$ cat src/rtl/cpu_types_pkg.sv
// Shared pipeline types: chain stall policy encoding and stall counter sizing.
package cpu_types_pkg;

    typedef enum logic {
        PIPE_LOCKSTEP = 1'b0,
        PIPE_ELASTIC  = 1'b1
    } pipe_mode_t;

    localparam int STALL_W = 16;
    localparam logic [STALL_W-1:0] STALL_MAX = '1;

endpackage

$ cat src/rtl/pipe_stage_reg.sv
// One pipeline slot: valid+payload register, 1-cycle latency; holds when move is low.
// kill clears whatever valid would land here; payload only loads on a live incoming beat.
module pipe_stage_reg #(
    parameter int DATA_W = 32
) (
    input  logic              CLK,
    input  logic              RST,
    input  logic              move,
    input  logic              kill,
    input  logic              d_valid,
    input  logic [DATA_W-1:0] d_data,
    output logic              q_valid,
    output logic [DATA_W-1:0] q_data
);

    always_ff @(posedge CLK) begin
        if (RST) begin
            q_valid <= 1'b0;
        end else begin
            q_valid <= (move ? d_valid : q_valid) & ~kill;
        end
    end

    // Payload is left unreset and frozen under bubbles to avoid needless toggling.
    always_ff @(posedge CLK) begin
        if (move && d_valid && !kill) begin
            q_data <= d_data;
        end
    end

endmodule

$ cat src/rtl/pipe_stage_chain.sv
// DEPTH-stage registered pipeline, in->out latency DEPTH cycles, one beat per cycle.
// Backpressure: LOCKSTEP stalls all stages together; ELASTIC lets bubbles collapse.
module pipe_stage_chain
    import cpu_types_pkg::*;
#(
    parameter int         DATA_W = 32,
    parameter int         DEPTH  = 3,
    parameter pipe_mode_t MODE   = PIPE_ELASTIC
) (
    input  logic                         CLK,
    input  logic                         RST,
    input  logic                         in_valid,
    input  logic [DATA_W-1:0]            in_data,
    output logic                         in_ready,
    output logic                         out_valid,
    output logic [DATA_W-1:0]            out_data,
    input  logic                         out_ready,
    input  logic                         flush,
    input  logic [DEPTH-1:0]             kill_mask,
    output logic [$clog2(DEPTH+1)-1:0]   occupancy,
    output logic [STALL_W-1:0]           stall_cycles
);

    localparam int OCC_W = $clog2(DEPTH+1);

    logic [DEPTH-1:0]  vld;
    logic [DATA_W-1:0] dat [DEPTH];
    logic [DEPTH-1:0]  mv;

    // A stage may move if any stage at or beyond it is empty, or the sink drains.
    always_comb begin
        logic hole;
        hole = out_ready;
        mv   = '0;
        if (MODE == PIPE_LOCKSTEP) begin
            mv = {DEPTH{!vld[DEPTH-1] || out_ready}};
        end else begin
            for (int i = DEPTH-1; i >= 0; i--) begin
                hole  = hole | !vld[i];
                mv[i] = hole;
            end
        end
    end

    for (genvar i = 0; i < DEPTH; i++) begin : g_stage
        logic              prev_vld;
        logic [DATA_W-1:0] prev_dat;

        if (i == 0) begin : g_head
            assign prev_vld = in_valid & ~flush;
            assign prev_dat = in_data;
        end else begin : g_body
            assign prev_vld = vld[i-1];
            assign prev_dat = dat[i-1];
        end

        pipe_stage_reg #(
            .DATA_W (DATA_W)
        ) u_reg (
            .CLK     (CLK),
            .RST     (RST),
            .move    (mv[i]),
            .kill    (flush | kill_mask[i]),
            .d_valid (prev_vld),
            .d_data  (prev_dat),
            .q_valid (vld[i]),
            .q_data  (dat[i])
        );
    end

    assign in_ready  = mv[0] & ~flush;
    assign out_valid = vld[DEPTH-1];
    assign out_data  = dat[DEPTH-1];

    always_comb begin
        occupancy = '0;
        for (int i = 0; i < DEPTH; i++) begin
            occupancy = occupancy + OCC_W'(vld[i]);
        end
    end

    always_ff @(posedge CLK) begin
        if (RST) begin
            stall_cycles <= '0;
        end else if (out_valid && !out_ready && stall_cycles != STALL_MAX) begin
            stall_cycles <= stall_cycles + 1'b1;
        end
    end

endmodule

$ cat config.mk
export PLATFORM = sky130hd
export DESIGN_NAME = pipe_stage_chain
export DESIGN_NICKNAME = d
export VERILOG_FILES = /design/src/rtl/cpu_types_pkg.sv /design/src/rtl/pipe_stage_reg.sv /design/src/rtl/pipe_stage_chain.sv
export SDC_FILE = /design/constraint.sdc
export NUM_CORES = 1
export LEC_CHECK = 0
export CORE_AREA = 2 2 89 91
export CTS_BUF_LIST = sky130_fd_sc_hd__clkbuf_8
export DETAILED_ROUTE_END_ITERATION = 8
export DIE_AREA = 0 0 91 93
export PLACE_DENSITY = 0.84
export SYNTH_ARGS = -nofsm -noshare
export SYNTH_HDL_FRONTEND = slang
export SYNTH_SLANG_ARGS = --single-unit
export TNS_END_PERCENT = 50
$ cat constraint.sdc
create_clock -name CLK -period 14.78 [get_ports CLK]
set_input_delay 2.956 -clock CLK [delete_from_list [all_inputs] [get_ports CLK]]
set_output_delay 2.956 -clock CLK [all_outputs]
set_load 0.05 [all_outputs]
# After elaboration in Yosys (flattened, before gate mapping)
# Index checks and enable logic that the tools add are counted.
# totals
ff_bits	115
output_inout_bits	52
word_cells	44
# op_classes
n_addsub	3
muxes	3
n_reduce_logical	15
bitwise_logic	15
eq_ne	1
# op_table
op	n
16-bit by 1-bit adder with 16-bit output (second input constant)	1
16-bit != test (second input constant)	1
1-bit logical AND	8
1-bit logical NOT	7
1-bit OR	6
1-bit AND	5
1-bit inverter	4
1-bit two-way mux	3
1-bit by 1-bit adder with 2-bit output	1
2-bit by 1-bit adder with 2-bit output	1

# Logic depth before layout (Yosys ltp)
# depth
word_depth	6
depth_mapped	6
depth_no_buf	5

# Modules after synthesis
# From an unflattened synthesis, not the netlist that was laid out.
# unflattened
cells_unflattened	220
area_unflattened_um2	3955.0
# by_module_without_submodules
module	n_inst	seq_area_each_um2	area_per_inst_um2	cells_each
pipe_stage_reg	3	980.9	1007.2	37
pipe_stage_chain	1	320.3	933.4	109

# Worst setup path before layout
# Ideal clock, no wire load.
# synth_timing
path_type	input to register
from	input out_ready
to	register g_stage[2].u_reg.q_data[0] (enable)
setup_slack_ns	7.712
path_stages	3
arrival_time_ns	6.555
path_cell_list	nor2b_1 -> clkbuf_1 -> nor4b_1
# synth_between
elab_chain_cells	3
# synth_lines
item	line	text
from (decl)	pipe_stage_chain.sv:17	input logic out_ready,
1-bit OR	pipe_stage_chain.sv:39	hole = hole | !vld[i];
1-bit logical AND (2 in series)	pipe_stage_reg.sv:26	if (move && d_valid && !kill) begin
to (signal assigned)	pipe_stage_reg.sv:27	q_data <= d_data;
to (decl)	pipe_stage_reg.sv:13	output logic [DATA_W-1:0] q_data
# Every way passes these cells.
# A chain may end at the register's enable or synchronous reset.

# Worst setup path after layout
# layout_timing
from	input out_ready
to	output in_ready
# layout_between
elab_chain_cells	4
# layout_lines
item	line	text
1-bit OR (3 in series)	pipe_stage_chain.sv:39	
1-bit AND	pipe_stage_chain.sv:71	assign in_ready = mv[0] & ~flush;
to (decl)	pipe_stage_chain.sv:14	output logic in_ready,
# Every way passes these cells.

==> impl_metrics.toml <==
[grt]
grt.overflow.total = 0
grt_max_degree = 33
grt_usage_pct = 17.6
first_global_vias = 2172
grt_pass1_wl_mm = 10.8
grt_util_met1_pct = 20.1
busiest_layer = "met2"
use_met3_pct = 5.88
antenna_found_initial = 0
grt_util_met2_pct = 28.8

[floorplan]
start_util_pct = 53.0
ios = 92
die_h_um = 93
die_area_sq_um = 8460
die_x_um = 91
rows = 32
core_area_sq_um = 7530

[critical_path]
crit_arrival_ps = 5010
required_ps = 11820
endpoint_kind = "output port"
cp-start-kind = "primary input"
cp_max_fo = 10
crit_type = "primary input to output port"

[placed_design]
portBuffers = 91
place_congestion = 0.803
hpwl_mm = 4.90
place_ws_ps = 6840

[timing]
timing.setup.tns_ps = 0
tightest_slew_ps = 1020
skew_ps = 10.0
finalHoldViolCount = 0
slew_viol_final = 0
slew_headroom_pct = 31.9
hold_ws_ps = 412
setup_viol = 0
fmax_mhz = 126
period_needed_ps = 7960
min_period_over_period_pct = 53.9
worst_slack_ps = 6820
rsz0062_at_grt = "false"

[synth]
ys.flop_type = "edfxtp_1"
ys_seq_area_share_pct = 81.8
ys_types = 37
ys_top_cells_by_area = "edfxtp_1 72%, dfxtp_1 9.5%, a21oi_1 1.8%"
synth.avg_cell_area_sq_um = 17.9
syn_inst = 223
synth_nets = 265
synth_edf_count = 96
ys.warnings.count = 0
ys_ff_latch = 115
asyncSetResetFlopFracSynth_pct = 0
synth_top_cell_area_share_pct = 72.2
syn_area_sq_um = 3990
synth_top_cell_by_area = "edfxtp_1"

[drt]
vias = 2310
firstDrtPassIters = 4
vias_per_cell = 5.27
ant_nets = 0
drt_iter0_markers = 140
avgRoutedWirePerCell_um = 16.7
wirelength_mm = 7.30
drc = 0

[power_and_ir_drop]
ir_worst_vdd_v = 0.0000863
powerDensity_nw_per_um2 = 120
p_leak_nw = 1.75
total_power_mw = 0.643

[clock_network]
ctsLongestPathBuffers = 2
clockRootBuffer = "clkbuf_8"
cts_setup_buffers = 0
numCtsBuffers = 17
cts.sinks = 115
cts_max_level = 4
clk_pin_slew_ps = 70
cts_hold_buffers = 0
worstSkewPairLatency_ps = 410
cts_tree = "built"
cts_resized = 0

[final_layout]
syn_to_final_growth_pct = 34.5
final_common_cell = "edfxtp_1"
nets = 365
drive_gt1_share_pct = 11.3
mostFrequentLayoutCells = "96 x edfxtp_1, 91 x clkdlybuf4s50_1, 19 x dfxtp_1"
antenna_cells = 0
final_util_pct = 71.3

[worst_hold_path]
hold_class = "flip-flop to flip-flop"

[flow_run]
max_cap_viol_count = 0

[run_status]
status = "finished, final reports clean"
-- area by class of cell --
| cell class | count | area (sq um) |
|---|---|---|
| repair buffers | 93 | 926 |
| fillers | 495 | 2160 |
| multi-input cells | 96 | 671 |
| flip-flops and latches | 115 | 3260 |
| well taps | 102 | 128 |
| clock inverters | 15 | 145 |
| clock buffers | 17 | 234 |
-- metal layers --
metal | wire [um] | share of wire [%] | vias up
met2 | 3880 | 53 | 88
met5 | 0 | 0 | -
met4 | 124 | 1.7 | 0
met1 | 2930 | 40 | 1115
met3 | 361 | 4.9 | 8
li1 | - | - | 1099
-- report_power, final --
| group | internal (mW) | switching (mW) | total (mW) |
|---|---|---|---|
| combinational | 0.00996 | 0.00594 | 0.0159 |
| sequential | 0.354 | 0.00132 | 0.355 |
| clock | 0.137 | 0.135 | 0.272 |
-- Yosys cell counts, types with 2 or more instances --
cell / number
a311oi_1: 2
buf_6: 3
and3b_1: 3
o21ai_0: 2
nand3_1: 5
edfxtp_1: 96
or4_1: 5
nand4_1: 6
buf_2: 5
a31oi_1: 5
and4_1: 2
mux2i_1: 3
a21oi_1: 14
nor2_1: 3
a211oi_1: 2
and3_1: 3
nor4_1: 3
nand2_1: 11
nor3b_1: 3
or3_1: 3
clkbuf_1: 4
dfxtp_1: 19
o31ai_1: 5
nor4b_1: 3
-- worst paths after layout --
kind | startpoint | end | slack [ps] | depth (start not counted)
hold reg to reg | g_stage[1].u_reg.q_data[26]$_DFFE_PP_ | g_stage[2].u_reg.q_data[26]$_DFFE_PP_ | 410 | 0
setup reg to reg | g_stage[2].u_reg.q_valid$_SDFF_PP0_ | g_stage[0].u_reg.q_data[0]$_DFFE_PP_ | 12710 | 4
setup / recovery | out_ready | in_ready | 6820 | 4
hold / removal | g_stage[1].u_reg.q_data[26]$_DFFE_PP_ | g_stage[2].u_reg.q_data[26]$_DFFE_PP_ | 410 | 0
-- cells by family after synthesis --
group / synth area share [%]
simple gates: 9.19
compound gates: 5.61
flops: 81.8
mux: 0.753
buf+inv: 1.85
fa+ha+maj: 0.815
-- critical path, cell delays in order --
cell	delay [ps]
clkdlybuf4s50_1	460
nor2b_1	640
a31oi_1	210
clkdlybuf4s50_1	740
-- per-stage QoR --
step	std cells	cell area, sq um
floorplan	223	3990
global placement	406	4990
detailed placement	406	4990
CTS	438	5370
global route	438	5370
finish	438	5370
-- sequential cells by signal (all words and copies together) (netlist names) --
signal	count
g_stage.u_reg.q_data	96
g_stage.u_reg.q_valid	3
stall_cycles	16
Note: power is estimated with default switching activity, not from simulation.
